==> config.mk <==
export PLATFORM = sky130hd
export DESIGN_NAME = uart_rx_sb_ctrl
export DESIGN_NICKNAME = d
export VERILOG_FILES = /design/src/rtl/uart_pkg.sv /design/src/rtl/uart_rx_sb_ctrl_rx.sv /design/src/rtl/uart_rx_sb_ctrl.sv
export SDC_FILE = /design/constraint.sdc
export NUM_CORES = 1
export LEC_CHECK = 0
export BUFFER_PORTS_ARGS = -buffer_cell sky130_fd_sc_hd__clkbuf_2
export CELL_PAD_IN_SITES_DETAIL_PLACEMENT = 1
export CELL_PAD_IN_SITES_GLOBAL_PLACEMENT = 1
export CORE_AREA = 2 2 92 183
export CTS_CLUSTER_SIZE = 40
export DETAILED_ROUTE_END_ITERATION = 6
export DIE_AREA = 0 0 94 185
export PLACE_DENSITY = 0.76
export SLEW_MARGIN = 0
export SYNTH_ARGS = -nofsm -noshare
export SYNTH_HDL_FRONTEND = slang
export SYNTH_SLANG_ARGS = --single-unit
==> constraint.sdc <==
create_clock -name clk_i -period 3 [get_ports clk_i]
set_clock_uncertainty 0.1 [all_clocks]
set_input_delay 0.15 -clock clk_i [delete_from_list [all_inputs] [get_ports clk_i]]
set_output_delay 0.15 -clock clk_i [all_outputs]
set_load 0.05 [all_outputs]
==> src/rtl/uart_pkg.sv <==
// Shared UART definitions: register offsets, supported baud rates, bit timing
// and the bit-level FSM state type used by both the RX and TX controllers.
package uart_pkg;

  localparam logic [31:0] OffData   = 32'h0000_0000;
  localparam logic [31:0] OffValid  = 32'h0000_0004;
  localparam logic [31:0] OffBusy   = 32'h0000_0008;
  localparam logic [31:0] OffBaud   = 32'h0000_000C;
  localparam logic [31:0] OffParity = 32'h0000_0010;
  localparam logic [31:0] OffStop   = 32'h0000_0014;
  localparam logic [31:0] OffRst    = 32'h0000_0024;

  typedef enum logic [31:0] {
    Baud9600   = 32'd9600,
    Baud19200  = 32'd19200,
    Baud38400  = 32'd38400,
    Baud57600  = 32'd57600,
    Baud115200 = 32'd115200
  } baud_e;

  typedef enum logic [2:0] {
    StIdle,
    StStart,
    StData,
    StParity,
    StStop
  } uart_state_e;

  // Rounded clock cycles per bit period.
  function automatic logic [15:0] cycles_per_bit(int unsigned clk_hz, int unsigned baud);
    return 16'((clk_hz + baud / 2) / baud);
  endfunction

  function automatic logic is_supported_baud(logic [31:0] value);
    return (value == Baud9600)  || (value == Baud19200) || (value == Baud38400) ||
           (value == Baud57600) || (value == Baud115200);
  endfunction

endpackage

==> src/rtl/uart_rx_sb_ctrl_rx.sv <==
// Bit-level UART receiver: 2-flop synchroniser, centre-sampling baud counter,
// frame FSM and LSB-first shift register. Emits a one-cycle pulse per good byte.
module uart_rx
  import uart_pkg::*;
(
  input  logic        clk_i,
  input  logic        rst_i,
  input  logic        clr_i,
  input  logic        rx_i,
  input  logic [15:0] cpb_i,
  input  logic        parity_en_i,
  input  logic [1:0]  stopbit_i,
  output logic        busy_o,
  output logic [7:0]  rx_data_o,
  output logic        rx_valid_o
);

  uart_state_e state_q, state_d;
  logic [15:0] cnt_q, cnt_d;
  logic [2:0]  bit_idx_q, bit_idx_d;
  logic [7:0]  shift_q, shift_d;
  logic        par_q, par_d;
  logic        drop_q, drop_d;
  logic        ferr_q, ferr_d;
  logic [1:0]  stop_cnt_q, stop_cnt_d;
  logic        sync1_q, sync2_q, prev_q;
  logic        rx_s;
  logic        expire;

  assign rx_s      = sync2_q;
  assign expire    = (cnt_q == 16'd0);
  assign busy_o    = (state_q != StIdle);
  assign rx_data_o = shift_q;

  // Synchroniser and previous-sample flop for start-edge detection.
  always_ff @(posedge clk_i or posedge rst_i) begin
    if (rst_i) begin
      sync1_q <= 1'b1;
      sync2_q <= 1'b1;
      prev_q  <= 1'b1;
    end else if (clr_i) begin
      sync1_q <= 1'b1;
      sync2_q <= 1'b1;
      prev_q  <= 1'b1;
    end else begin
      sync1_q <= rx_i;
      sync2_q <= sync1_q;
      prev_q  <= rx_s;
    end
  end

  // FSM and datapath state registers.
  always_ff @(posedge clk_i or posedge rst_i) begin
    if (rst_i) begin
      state_q    <= StIdle;
      cnt_q      <= 16'd0;
      bit_idx_q  <= 3'd0;
      shift_q    <= 8'd0;
      par_q      <= 1'b0;
      drop_q     <= 1'b0;
      ferr_q     <= 1'b0;
      stop_cnt_q <= 2'd0;
    end else begin
      state_q    <= state_d;
      cnt_q      <= cnt_d;
      bit_idx_q  <= bit_idx_d;
      shift_q    <= shift_d;
      par_q      <= par_d;
      drop_q     <= drop_d;
      ferr_q     <= ferr_d;
      stop_cnt_q <= stop_cnt_d;
    end
  end

  // Next-state logic: each sample is taken when the counter reaches zero.
  always_comb begin
    state_d    = state_q;
    cnt_d      = cnt_q;
    bit_idx_d  = bit_idx_q;
    shift_d    = shift_q;
    par_d      = par_q;
    drop_d     = drop_q;
    ferr_d     = ferr_q;
    stop_cnt_d = stop_cnt_q;
    rx_valid_o = 1'b0;

    if (state_q != StIdle && !expire) begin
      cnt_d = cnt_q - 16'd1;
    end

    unique case (state_q)
      StIdle: begin
        if (prev_q && !rx_s) begin
          state_d   = StStart;
          cnt_d     = (cpb_i >> 1) - 16'd1;
          bit_idx_d = 3'd0;
          par_d     = 1'b0;
          drop_d    = 1'b0;
          ferr_d    = 1'b0;
        end
      end
      StStart: begin
        if (expire) begin
          if (rx_s) begin
            state_d = StIdle;
          end else begin
            state_d = StData;
            cnt_d   = cpb_i - 16'd1;
          end
        end
      end
      StData: begin
        if (expire) begin
          shift_d = {rx_s, shift_q[7:1]};
          par_d   = par_q ^ rx_s;
          cnt_d   = cpb_i - 16'd1;
          if (bit_idx_q == 3'd7) begin
            state_d    = parity_en_i ? StParity : StStop;
            stop_cnt_d = stopbit_i;
          end else begin
            bit_idx_d = bit_idx_q + 3'd1;
          end
        end
      end
      StParity: begin
        if (expire) begin
          if (par_q ^ rx_s) begin
            drop_d = 1'b1;
          end
          cnt_d      = cpb_i - 16'd1;
          state_d    = StStop;
          stop_cnt_d = stopbit_i;
        end
      end
      StStop: begin
        // A low stop bit parks here until the line recovers.
        if (ferr_q) begin
          if (rx_s) begin
            state_d = StIdle;
          end
        end else if (expire) begin
          if (!rx_s) begin
            ferr_d = 1'b1;
          end else if (stop_cnt_q <= 2'd1) begin
            state_d    = StIdle;
            rx_valid_o = !drop_q;
          end else begin
            stop_cnt_d = stop_cnt_q - 2'd1;
            cnt_d      = cpb_i - 16'd1;
          end
        end
      end
      default: state_d = StIdle;
    endcase

    if (clr_i) begin
      state_d    = StIdle;
      cnt_d      = 16'd0;
      bit_idx_d  = 3'd0;
      shift_d    = 8'd0;
      par_d      = 1'b0;
      drop_d     = 1'b0;
      ferr_d     = 1'b0;
      stop_cnt_d = 2'd0;
      rx_valid_o = 1'b0;
    end
  end

endmodule

==> src/rtl/uart_rx_sb_ctrl.sv <==
// System-bus UART receiver peripheral: register file, bus decode and
// byte-received interrupt around the bit-level receiver.
module uart_rx_sb_ctrl
  import uart_pkg::*;
#(
  parameter int unsigned CLK_FREQ_HZ = 10_000_000
) (
  input  logic        clk_i,
  input  logic        rst_i,
  input  logic        req_i,
  input  logic        write_enable_i,
  input  logic [31:0] addr_i,
  input  logic [31:0] write_data_i,
  output logic [31:0] read_data_o,
  output logic        interrupt_request_o,
  input  logic        interrupt_return_i,
  input  logic        rx_i
);

  localparam logic [15:0] Cpb9600   = cycles_per_bit(CLK_FREQ_HZ, 9600);
  localparam logic [15:0] Cpb19200  = cycles_per_bit(CLK_FREQ_HZ, 19200);
  localparam logic [15:0] Cpb38400  = cycles_per_bit(CLK_FREQ_HZ, 38400);
  localparam logic [15:0] Cpb57600  = cycles_per_bit(CLK_FREQ_HZ, 57600);
  localparam logic [15:0] Cpb115200 = cycles_per_bit(CLK_FREQ_HZ, 115200);

  logic [31:0] read_data_q, read_data_d;
  logic [7:0]  data_q, data_d;
  logic        valid_q, valid_d;
  logic        irq_q, irq_d;
  logic [31:0] baud_q, baud_d;
  logic        parity_en_q, parity_en_d;
  logic [1:0]  stopbit_q, stopbit_d;

  logic        rd_sel, wr_sel, soft_rst;
  logic [31:0] rdata;
  logic [15:0] cpb;
  logic        busy;
  logic [7:0]  rx_data;
  logic        rx_valid;

  assign rd_sel   = req_i && !write_enable_i;
  assign wr_sel   = req_i && write_enable_i;
  assign soft_rst = wr_sel && (addr_i == OffRst) && (write_data_i == 32'd1);

  assign read_data_o         = read_data_q;
  assign interrupt_request_o = irq_q;

  // Bit period for the currently selected rate.
  always_comb begin
    cpb = Cpb9600;
    case (baud_q)
      Baud19200:  cpb = Cpb19200;
      Baud38400:  cpb = Cpb38400;
      Baud57600:  cpb = Cpb57600;
      Baud115200: cpb = Cpb115200;
      default:    cpb = Cpb9600;
    endcase
  end

  uart_rx u_rx (
    .clk_i       (clk_i),
    .rst_i       (rst_i),
    .clr_i       (soft_rst),
    .rx_i        (rx_i),
    .cpb_i       (cpb),
    .parity_en_i (parity_en_q),
    .stopbit_i   (stopbit_q),
    .busy_o      (busy),
    .rx_data_o   (rx_data),
    .rx_valid_o  (rx_valid)
  );

  // Read mux; unmapped and write-only offsets read as zero.
  always_comb begin
    rdata = 32'd0;
    case (addr_i)
      OffData:   rdata = {24'd0, data_q};
      OffValid:  rdata = {31'd0, valid_q};
      OffBusy:   rdata = {31'd0, busy};
      OffBaud:   rdata = baud_q;
      OffParity: rdata = {31'd0, parity_en_q};
      OffStop:   rdata = {30'd0, stopbit_q};
      default:   rdata = 32'd0;
    endcase
  end

  // Register-file next state; later assignments take priority.
  always_comb begin
    read_data_d = read_data_q;
    data_d      = data_q;
    valid_d     = valid_q;
    irq_d       = irq_q;
    baud_d      = baud_q;
    parity_en_d = parity_en_q;
    stopbit_d   = stopbit_q;

    if (rd_sel) begin
      read_data_d = rdata;
      if (addr_i == OffData) begin
        valid_d = 1'b0;
        irq_d   = 1'b0;
      end
    end

    if (wr_sel) begin
      case (addr_i)
        OffBaud: begin
          if (!busy && is_supported_baud(write_data_i)) begin
            baud_d = write_data_i;
          end
        end
        OffParity: parity_en_d = write_data_i[0];
        OffStop: begin
          if (!busy && (write_data_i == 32'd1 || write_data_i == 32'd2)) begin
            stopbit_d = write_data_i[1:0];
          end
        end
        default: ;
      endcase
    end

    if (interrupt_return_i) begin
      irq_d = 1'b0;
    end

    // Completion beats both a data read and an interrupt return.
    if (rx_valid) begin
      data_d  = rx_data;
      valid_d = 1'b1;
      irq_d   = 1'b1;
    end

    if (soft_rst) begin
      read_data_d = 32'd0;
      data_d      = 8'd0;
      valid_d     = 1'b0;
      irq_d       = 1'b0;
      baud_d      = Baud9600;
      parity_en_d = 1'b1;
      stopbit_d   = 2'd1;
    end
  end

  // Register-file state.
  always_ff @(posedge clk_i or posedge rst_i) begin
    if (rst_i) begin
      read_data_q <= 32'd0;
      data_q      <= 8'd0;
      valid_q     <= 1'b0;
      irq_q       <= 1'b0;
      baud_q      <= Baud9600;
      parity_en_q <= 1'b1;
      stopbit_q   <= 2'd1;
    end else begin
      read_data_q <= read_data_d;
      data_q      <= data_d;
      valid_q     <= valid_d;
      irq_q       <= irq_d;
      baud_q      <= baud_d;
      parity_en_q <= parity_en_d;
      stopbit_q   <= stopbit_d;
    end
  end

endmodule
* Yosys cells after proc, flatten, opt, wreduce, memory -nomap -nowiden *
Cells that the tools add are included.

storage, ports and cells
  flip-flop bits (word level) = 115
  input port bits = 70
  output and inout port bits = 33
  word-level logic and storage cells = 201

cells by class
  $add $sub $neg = 5
  multiplexer cells = 88
  reductions and logical operators = 53
  equal/unequal tests = 35
  bitwise operators = 1
  order comparisons = 1

operators with widths
  cell                  count
  $mux 32               6
  $pmux 32 s6           1
  $mux 16               10
  $eq 32x16->1 const B  4
  $eq 32x15->1 const B  2
  $eq 32x17->1 const B  2
  $eq 32x4->1 const B   2
  $eq 32x5->1 const B   2
  $pmux 16 s4           1
  $mux 3                16
  $pmux 11 s4           1
  $mux 8                5
  $eq 32x1->1 const B   1
  $eq 32x14->1 const B  1
  $eq 32x2->1 const B   1
  $eq 32x3->1 const B   1
  $eq 32x6->1 const B   1
  $logic_not 32->1      1
  $mux 1                29
  $mux 2                13
  $ne 3x2->1 const B    8
  $reduce_bool 2->1     10
  $reduce_bool 3->1     6
  $logic_not 16->1      1
  26 further kinds      58

* Logic depth before layout (Yosys ltp) *
Gate-level depths: netlist of the first run.

  depth in word-level cells = 10
  depth in mapped cells = 11
  depth with buffers taken out = 10

* Modules after synthesis *
Synthesis of the first run repeated with hierarchy kept, for this count alone.

unflattened totals
  cells, all modules = 680
  area total of the unflattened synthesis = 6,585.1 sq um

by module, submodules not included
  module           instances  area an instance (sq um)  cells an instance
  uart_rx_sb_ctrl  1          3,542.1                   307
  uart_rx          1          3,042.9                   373

* Worst setup path before layout of the first run *
Ideal clock, no wire load.

  path type = register -> register
  from = reg u_rx.cnt_q[0]
  to = reg data_q[1]
  data arrival time = 2.573 ns
  buffers on the path = 2
  cell stages (with the launch flop) = 10
  setup slack = 0.203 ns
  required time = 2.776 ns
  period minus slack after synthesis = 2.797 ns
  cells stage by stage = dfrtp_1 > inv_1 > ha_1 > or4b_1 > or4_4 > buf_6 > nor4_4 > buf_6 > mux2i_1 > nor2_2

on the way
  longest elaborated chain between the ends = 6

ends and longest elaborated chain
  item                                RTL line                   text
  start: declaration                  uart_rx_sb_ctrl_rx.sv:19   logic [15:0] cnt_q, cnt_d;
  start signal: assignment            uart_rx_sb_ctrl_rx.sv:65   cnt_q <= cnt_d;
  $logic_not 16->1                    uart_rx_sb_ctrl_rx.sv:31   assign expire = (cnt_q == 16'd0);
  $mux 1                              uart_rx_sb_ctrl_rx.sv:141  end else if (expire) begin
  $mux 1                              uart_rx_sb_ctrl_rx.sv:137  if (ferr_q) begin
  $mux 1                              uart_rx_sb_ctrl_rx.sv:91   unique case (state_q)
  $mux 1                              uart_rx_sb_ctrl_rx.sv:156  if (clr_i) begin
  $reduce_bool 2->1 (no source line)  --
  end signal: assignment              uart_rx_sb_ctrl.sv:156     data_q <= data_d;
  end: declaration                    uart_rx_sb_ctrl.sv:27      logic [7:0] data_q, data_d;

Every way passes these cells.
A chain may end at the register's enable or synchronous reset.

* Final worst setup path of the first run *
  from = reg u_rx.cnt_q[0]
  to = reg data_q[5]

Same word-level chain as after synthesis.

==> results of run 1 <==
-- power by group --
| group | total, mW | switching (mW) | internal [mW] |
|---|---|---|---|
| clock | 2.12 | 0.857 | 1.27 |
| sequential | 1.86 | 0.152 | 1.71 |
| combinational | 1.53 | 0.906 | 0.621 |
-- critical path, cell delays in order (launching register included) --
cell     delay, ps
dfrtp_1        380
inv_1          120
ha_1           160
or4b_4         510
or4_4          630
nor4_4         340
buf_12         190
mux2i_1        300
nor2_2          70
-- metal layers --
layer  global-route usage  vias to the layer above  wire [microns]
met5                    0                        -               0
met1                0.295                     2910            8280
met4               0.0870                        0             520
met3               0.0403                       43             842
li1                     -                     2630               -
met2                0.413                      175           10400
-- sequential cells by signal (all words and copies together), names as in the netlist, 2 cells and up --
register,cells
baud_q,32
read_data_o,32
u_rx.cnt_q,16
data_q,8
u_rx.rx_data_o,8
u_rx.bit_idx_q,3
u_rx.state_q,3
stopbit_q,2
u_rx.stop_cnt_q,2
-- placed cells by master (no fill, tap or decap), types with 9 or more instances in the layout --
cell type      Yosys  routed
mux2i_1           16      16
dlygate4sd3_1      0      12
a22o_1            27      27
nor4_1            21      21
clkbuf_16          0      17
inv_1             16      15
nor4bb_1          17      16
nor3_1            25      24
dfrtp_1          106     106
buf_4              0      36
nand3_1           18      18
nor2_2             9      10
nand4_1           16      16
nand2_1           40      40
and3_1            24      24
a22oi_1           12      12
clkbuf_2           0     102
a21oi_1           37      37
nor2_1            48      47
nor2b_1           11      11
dfstp_2            9       9
-- Yosys cell counts, types with 5 or more instances --
cell       count  share of area
o21ai_0        7         0.0056
nor3_1        25          0.020
a22oi_1       12          0.014
nor2b_1       11          0.011
a21o_1         5         0.0060
buf_2         10         0.0079
nor4_1        21          0.021
clkbuf_1      19          0.011
or2_2          7         0.0070
mux2i_1       16          0.025
or4_1          5         0.0060
xnor2_1        8          0.011
nand3_1       18          0.014
xor2_1         8          0.011
ha_1           8          0.016
or3_1          8         0.0079
and3_1        24          0.024
nor2_2         9         0.0089
inv_1         16         0.0095
o2bb2ai_1      7         0.0097
nand2_1       40          0.024
nand4_1       16          0.016
a21oi_1       37          0.029
mux2_2         6          0.011
a22o_1        27          0.038
nor4bb_1      17          0.027
nor2_1        48          0.029
dfstp_2        9          0.038
dfrtp_1      106           0.42
-- metrics by stage --
stage / power (mW) / area, sq um
3_3_place_gp: 3.29 / 7200
2_1_floorplan: 2.94 / 6300
4_1_cts: 5.53 / 7940
6_report: 5.51 / 7940
5_1_grt: 5.78 / 7940
3_5_place_dp: 3.36 / 7200
-- worst paths after layout --
kind	from	endpoint	slack [ps]	depth (start not counted)
max	u_rx.cnt_q[0]	data_q[5]	70	8
max reg2reg	u_rx.cnt_q[0]	data_q[5]	70	8
min reg2reg	read_data_o[0]	read_data_o[0]	390	1
max in group asynchronous	rst_i	u_rx.cnt_q[9]	1970	4
min	write_data_i[10]	baud_q[10]	90	4
min in group asynchronous	rst_i	read_data_o[21]	330	4
-- layout make-up --
class | count | area share
sequential | 115 | 0.364
inverter | 16 | 0.00803
clock buffer | 17 | 0.0536
clock inverter | 15 | 0.0238
multi-input combinational | 461 | 0.398
tap | 204 | 0.0321
timing repair buffer | 153 | 0.121
-- repair_timing --
action	in CTS	in global routing
endpoints found under the setup margin	0	8
resized for setup	0	2
hold buffers	12	0
endpoints found under the hold margin	119	0
-- cell families (layout without fill, tap and decap cells) --
kind of cell | Yosys count | in the layout
AO/OA/AOI/OAI | 127 | 127
AND/OR/NAND/NOR | 284 | 284
XOR/XNOR | 16 | 16
adder cells (fa/ha/maj) | 8 | 8
buffers and inverters | 52 | 201
multiplexers | 26 | 26
flip-flops | 115 | 115
==> impl_metrics.ini, run 1 <==
[run_status]
status = completed

[timing]
setup_viol = 0
setup_tns_ps = 0
rsz0062_at_grt = no
fin_crit_sh = 0.977
finalHoldViolations = 0
slew_headroom = 0.563
fin_ws_ps = 68.4
drv_slew = 0
tightest_slew_ps = 649
fmax_ghz = 0.341
hold_ws_ps = 94.4
min_period_ps = 2930

[finish]
syn2layout_area_growth_pct = 26.1
drive_gt1_frac = 0.292
antenna_cells = 0
fillers = 1808
multi_input_area_sq_um = 3160
seq_area_sq_um = 2890
final_cells = 981
post-route-util = 0.493
fin_nets = 842

[routing]
routed_wl_microns = 20000
remaining_drc_errors = 0
wl_per_cell_microns = 20.4
final_antenna_net_count = 0
avgViaCountPerCell = 5.87
dr.pass1.iters = 5
num_vias = 5758
drtIter0Drc = 272

[synth]
synth_edf_count = 0
synthCells = 628
synth-xor-area-share = 0.0222
ys_seq_elements = 115
synth_compound_area_frac = 0.145
synthSimpleGateAreaFrac = 0.269
syn_avg_cell_area_sq_um = 10.0
ys.flop_type = dfrtp_1
synth_fa_ha_area_frac = 0.0159
synth_top_family_by_area = simple AND/OR/NAND/NOR gates
synth_seq_area_share = 0.459
async_flop_share = 1.00
yosys_warnings = 0
muxShareOfSynthArea = 0.0457
syn-num-nets = 706
syn-cell-area_sq_um = 6300
yosysUniqueCellTypes = 77

[global_route]
grt_pass1_wl_microns = 32400
first_global_vias = 6232
grt_start_max_net_pins = 116
grt.total_usage = 0.239
grt_antenna_before_repair = 0
gr-total-overflow = 0

[critical_path]
required_ps = 3200
arrival_ps = 3130
crit_type = reg -> reg
cp_max_fo = 10
startpoint_type = flip-flop
cp-end-kind = flip-flop

[placed_design]
dp_worst_setup_slack_ps = 110
port_buffers = 102
hpwl_microns = 13700
place_inst = 937
gp_congestion = 0.862

[cts]
clk_pin_slew_ps = 60
htreeDepth = 4
cts_tree = yes
cts.sinks = 115
cts_root_buf = clkbuf_16
cts_buffer_depth = 2
clkLatencyLatePin_ps = 420
cts_setup_buffers = 0
cts_made_buffers = 17

[pwr]
leakagePower_nw = 3.79
p_per_area_nw_per_um2 = 694
ir_drop_v = 0.000404

[die]
die-width_microns = 94
fp-row-count = 66
start_util = 0.391
ios = 103
fp.coreArea_sq_um = 16100
die_h_microns = 185
dieArea_sq_um = 17400

[run]
max_cap_violations = 0

[worst_hold_path]
hold_path_class = in -> reg
No activity file was read; power rests on OpenSTA's default activity.
==> run 2: changes to the inputs <==
--- a/config.mk
+++ b/config.mk
@@ -8,12 +8,13 @@
 export BUFFER_PORTS_ARGS = -buffer_cell sky130_fd_sc_hd__clkbuf_2
 export CELL_PAD_IN_SITES_DETAIL_PLACEMENT = 1
 export CELL_PAD_IN_SITES_GLOBAL_PLACEMENT = 1
-export CORE_AREA = 2 2 92 183
+export CORE_AREA = 2 2 94 187
 export CTS_CLUSTER_SIZE = 40
 export DETAILED_ROUTE_END_ITERATION = 6
-export DIE_AREA = 0 0 94 185
+export DIE_AREA = 0 0 96 189
 export PLACE_DENSITY = 0.76
 export SLEW_MARGIN = 0
 export SYNTH_ARGS = -nofsm -noshare
 export SYNTH_HDL_FRONTEND = slang
+export SYNTH_HIERARCHICAL = 1
 export SYNTH_SLANG_ARGS = --single-unit
==> run 2 against run 1 <==
The flow now finishes with violations (negative setup slack). Clock power barely moved. Critical endpoint is now u_rx/cnt_q[8]. Die area rose by 4.3%. Utilization rose by 6.7 points. Sequential power is 16% lower. Synthesized cell count grew 8.3%.
==> impl_metrics.ini, run 2 <==
[run_status]
status = finished with violations
violations = negative setup slack

[pwr]
p_per_area_nw_per_um2 = 420
seqPwrFrac = 0.399
cell_internal_pwr_mw = 2.98
ir_drop_v = 0.000409
power_frac_comb = 0.052
p_sw_uw = 944
leakagePower_nw = 4.30
p_sw_frac = 0.240
clockPowerShare = 0.549

[die]
die_h_microns = 189
fp-row-count = 67
die-width_microns = 96
fp.coreArea_sq_um = 16700
ios = 103
start_util = 0.395
dieArea_sq_um = 18100

[global_route]
use_met1 = 0.260
grt_antenna_before_repair = 0
gr-total-overflow = 0
use_met2 = 0.541
grt_pass1_wl_microns = 39800
grt.total_usage = 0.292
grt.busiest_layer = met2
grt_start_max_net_pins = 40
grt_util_met3 = 0.0553
first_global_vias = 7562

[critical_path]
startpoint_type = flip-flop
cp_top_family = simple AND/OR/NAND/NOR gates
crit_type = reg -> reg
crit_buf_inv = 3
cp-end-kind = flip-flop
cp_max_fo = 3
crit_slowest_cell = or4b_4
required_ps = 3260
crit_chain = nor4_4 > nand2_2 > nor4_4 > and4_4 > nor2_4 > inv_2 > buf_6 > ha_4 > or4b_4 > nor2_4 > buf_4 > xnor2_1 > o32a_1 > a21oi_1
cpPeakStageDelay_ps = 500
arrival_ps = 3650

[cts]
htreeDepth = 4
cts_root_buf = clkbuf_16
clk_pin_slew_ps = 60
cts_made_buffers = 17
clkLatencyLatePin_ps = 430
cts_buffer_depth = 2
cts_tree = yes
cts.sinks = 115

[synth]
synth_seq_area_share = 0.439
yosysUniqueCellTypes = 80
yosysMostFrequentCell = dfrtp_1
syn_avg_cell_area_sq_um = 9.68
synthTopCellsByCount = dfrtp_1 (106), nor2_1 (59), nand2_1 (56)
ys_top_cells_by_area = dfrtp_1 (40%), dfstp_2 (3.6%), a22o_1 (3.6%)
async_flop_share = 1.00
synth_top_area_frac = 0.403
ys_seq_elements = 115
synth_edf_count = 0
yosys_warnings = 6
synth_top_area_cell = dfrtp_1
ys.flop_type = dfrtp_1
synthCells = 680
syn-cell-area_sq_um = 6590

[routing]
num_vias = 6744
routed_wl_microns = 26800
avgViaCountPerCell = 5.96
dr.pass1.iters = 4
remaining_drc_errors = 0
drtIter0Drc = 366
final_antenna_net_count = 0
wl_per_cell_microns = 23.7

[timing]
finalHoldViolations = 0
rsz0062_at_grt = yes
fmax_ghz = 0.294
slew_headroom = 0.340
min_period_ps = 3400
fin_ws_ps = -399
tightest_slew_ps = 977
drv_slew = 0
setup_viol = 13
fin_crit_sh = 1.13
hold_ws_ps = 118

[finish]
seq_area_sq_um = 2890
drive_gt1_frac = 0.385
fin_nets = 988
most-common-layout-cells = dfrtp_1 (106), buf_4 (105), clkbuf_2 (102)
syn2layout_area_growth_pct = 41.9
fillers = 1825
multi_input_area_sq_um = 3930
antenna_cells = 0
final_common_cell = dfrtp_1

[worst_hold_path]
hold_path_class = in -> reg

[placed_design]
hpwl_microns = 18100
dp_worst_setup_slack_ps = -573
gp_congestion = 0.906
port_buffers = 102

[run]
max_cap_violations = 0
[run 2: changes by cell type after synthesis, moves of 6 or more]
cell | previous run | this run
and3_1 | 24 | 2
nor2b_1 | 11 | 29
nand2_1 | 40 | 56
nor4bb_1 | 17 | 2
xnor2_1 | 8 | 23
nor2_1 | 48 | 59
o21ai_0 | 7 | 18
nor2_2 | 9 | 0
a21oi_1 | 37 | 31
a221oi_1 | 0 | 6
o31ai_1 | 0 | 6
xor2_1 | 8 | 14
[run 2: logic make-up (layout without fill, tap and decap cells)]
group,count (synthesis),count (layout),synth area share
AND/OR/NAND/NOR,294,294,0.258
AO/OA/AOI/OAI,145,145,0.158
flip-flops,115,115,0.439
buffers and inverters,56,284,0.0391
XOR/XNOR,37,37,0.0492
multiplexers,25,25,0.0424
adder cells (fa/ha/maj),7,7,0.0133
other,1,17,0.000569
[run 2: per-stage QoR]
step	area (sq um)	instances	TNS (ps)	utilization	power (mW)
after global routing	9340	1131	-5920	0.560	4.03
after floorplan	6720	696	0	-	1.68
final	9340	1131	-3920	0.560	3.92
after detailed placement	8080	1069	-6120	0.484	1.77
after CTS	9050	1119	-2140	0.543	3.93
after global placement	8080	1069	-4900	0.484	1.76
[run 2: worst paths after layout]
kind                                start        endpoint  slack (ps)  depth (start not counted)
max in group asynchronous           rst_i      baud_q[10]        1670                          4
hold reg to reg            read_data_o[2]  read_data_o[2]         400                          1
setup reg to reg               baud_q[19]   u_rx/cnt_q[8]        -400                         14
hold / removal                  addr_i[5]  read_data_o[0]         120                          3
min in group asynchronous           rst_i     u_rx/ferr_q         350                          4
setup / recovery               baud_q[19]   u_rx/cnt_q[8]        -400                         14
[run 2: final cells by class]
class | instances | area share
multi-input combinational | 525 | 0.421
inverter | 22 | 0.00884
timing repair buffer | 230 | 0.168
tap | 207 | 0.0277
clock buffer | 18 | 0.0470
clock inverter | 14 | 0.0189
sequential | 115 | 0.309
[run 2: power groups by stage]
| stage | registers, mW | clock network, mW | logic, mW |
|---|---|---|---|
| 6_report | 1.57 | 2.15 | 0.205 |
| 4_1_cts | 1.57 | 2.17 | 0.194 |
| 3_3_place_gp | 1.59 | 0 | 0.168 |
| 3_5_place_dp | 1.59 | 0 | 0.175 |
| 5_1_grt | 1.57 | 2.24 | 0.224 |
| 2_1_floorplan | 1.59 | 0 | 0.0855 |
[run 2: what timing repair did]
item / 4_1_cts / 5_1_grt
setup buffers: 4 / 15
hold buffers: 14 / 0
gates resized for setup: 35 / 44
endpoints found under the hold margin: 86 / 0
setup endpoints to repair: 14 / 17
pin swaps: 15 / 30
[run 2: worst min-delay path, stage by stage]
cell and delay, ps:
clkbuf_2 140, nor2b_1 80, a32o_1 220
[run 2: layer usage]
layer / part of all wire / vias to the layer above
li1: - / 2940
met4: 0.073 / 0
met2: 0.57 / 308
met1: 0.32 / 3371
met5: 0 / -
met3: 0.040 / 125
==> run 3: changes to the inputs <==
--- a/config.mk
+++ b/config.mk
@@ -9,10 +9,13 @@
 export CELL_PAD_IN_SITES_DETAIL_PLACEMENT = 1
 export CELL_PAD_IN_SITES_GLOBAL_PLACEMENT = 1
 export CORE_AREA = 2 2 94 187
+export CTS_CLUSTER_DIAMETER = 50
 export CTS_CLUSTER_SIZE = 40
 export DETAILED_ROUTE_END_ITERATION = 6
 export DIE_AREA = 0 0 96 189
+export HOLD_SLACK_MARGIN = 0.12
 export PLACE_DENSITY = 0.76
+export SKIP_LAST_GASP = 1
 export SLEW_MARGIN = 0
 export SYNTH_ARGS = -nofsm -noshare
 export SYNTH_HDL_FRONTEND = slang
==> run 3 against run 2 <==
The run still ends with negative setup slack left. Critical path type unchanged. Flip-flop and latch count did not move. Via count shrank 2.1%. Sequential share of layout area rose by 0.28 points. Final cell count shrank 0.44%. Global-route usage fell by 0.11 points. Count of clock-buffer cells in the layout did not move. Wire length is 3.6% lower. Setup slack got worse by 35 ps. Critical endpoint unchanged.
==> impl_metrics.ini, run 3 (synthesized netlist as in run 2, its figures left out) <==
[timing]
tightest_slew_ps = 952
fin_ws_ps = -435
setup_viol = 13
finalHoldViolations = 0
hold_ws_ps = 148
setup_tns_ps = -3980
fin_crit_sh = 1.14
rsz0062_at_grt = yes
fmax_ghz = 0.291
slew_headroom = 0.365
min_period_ps = 3430
drv_slew = 0

[run]
max_cap_violations = 0

[critical_path]
cp_max_fo = 3
crit_type = reg -> reg
arrival_ps = 3690
startpoint_type = flip-flop
cp-end-kind = flip-flop
required_ps = 3250

[die]
start_util = 0.395
fp.coreArea_sq_um = 16700
die_h_microns = 189
ios = 103
fp-row-count = 67
die-width_microns = 96
dieArea_sq_um = 18100

[routing]
wl_per_cell_microns = 22.9
remaining_drc_errors = 0
num_vias = 6605
routed_wl_microns = 25800
final_antenna_net_count = 0
avgViaCountPerCell = 5.87
drtIter0Drc = 276
dr.pass1.iters = 4

[pwr]
p_per_area_nw_per_um2 = 422
ir_drop_v = 0.000420
finalPower_mw = 3.91
leakagePower_nw = 4.26

[finish]
post-route-cell-area_sq_um = 9260
most-common-layout-cells = dfrtp_1 (106), clkbuf_2 (102), buf_4 (100)
fillers = 1856
antenna_cells = 0
final_common_cell = dfrtp_1
syn2layout_area_growth_pct = 40.6
drive_gt1_frac = 0.372
fin_nets = 983

[global_route]
grt_start_max_net_pins = 40
grt.total_usage = 0.291
grt_antenna_before_repair = 0
first_global_vias = 7552
grt_pass1_wl_microns = 39700
gr-total-overflow = 0

[cts]
clkLatencyLatePin_ps = 430
cts_buffer_depth = 2
cts.sinks = 115
cts_made_buffers = 17
cts_tree = yes
clk_pin_slew_ps = 60
htreeDepth = 4
cts_root_buf = clkbuf_16

[placed_design]
hpwl_microns = 18100
post_dp_cell_area_sq_um = 8080
port_buffers = 102
gp_congestion = 0.906
dp_worst_setup_slack_ps = -573

[run_status]
status = finished with violations
violations = negative setup slack

[worst_hold_path]
hold_path_class = in -> reg
==> run 3: changes by cell type in the layout (fill, tap and decap cells not counted), sizes merged <==
| cell | previous run | this run |
|---|---|---|
| buf | 114 | 107 |
| dlygate4sd3 | 14 | 16 |
==> run 3: worst max-delay path, cell delays in order (launching register included) <==
cell     delay [ps]
dfrtp_1         420
nor4_4          330
nand4_1         250
nor4_4          290
and4_4          280
nor2_4           50
inv_2            70
buf_6           100
ha_4            120
or4b_4          510
nor2_4          180
buf_4           140
xnor2_1         100
o32a_1          300
a21oi_1         120
==> run 3: through the flow <==
stage,std cells,util
detailed placement,1069,0.484
floorplan,696,-
global route,1126,0.555
CTS,1121,0.543
global placement,1069,0.484
finish,1126,0.555
==> run 3: layer usage <==
layer  share of wire  GRT usage  routed length (microns)  up-vias
li1                -          -                        -     2934
met3           0.037     0.0493                      945      105
met2            0.57      0.548                    14700      265
met5               0          0                        0        -
met1            0.32      0.264                     8200     3301
met4           0.075      0.209                     1930        0
==> run 3: final timing paths <==
path,startpoint,endpoint,slack (ps),cells after the start
setup / recovery,baud_q[30],u_rx/cnt_q[8],-430,14
hold / removal,addr_i[3],read_data_o[1],150,4
min in group asynchronous,rst_i,data_q[0],350,3
max in group asynchronous,rst_i,baud_q[10],1690,4
hold reg to reg,read_data_o[2],read_data_o[2],390,1
setup reg to reg,baud_q[30],u_rx/cnt_q[8],-430,14
==> run 3: what timing repair did <==
item	4_1_cts	5_1_grt
hold buffers	16	0
pin swaps	15	20
resized for setup	32	36
setup buffers	4	7
endpoints found under the setup margin	14	16
hold endpoints to repair	87	0
==> run 3: cell type report <==
cell class                 count  area [sq um]  area share
multi-input combinational    525          3890       0.420
sequential                   115          2890       0.312
timing repair buffer         225          1530       0.165
clock buffer                  18           439      0.0474
tap                          207           259      0.0280
clock inverter                14           176      0.0191
inverter                      22          82.6     0.00892
==> run 3: where the power goes <==
| group | leakage, nW | switching, mW | internal (mW) | total, mW |
|---|---|---|---|---|
| sequential | 1.49 | 0.00673 | 1.56 | 1.57 |
| combinational | 2.48 | 0.122 | 0.0840 | 0.206 |
| clock | 0.298 | 0.802 | 1.34 | 2.14 |
| total | 4.26 | 0.931 | 2.98 | 3.91 |
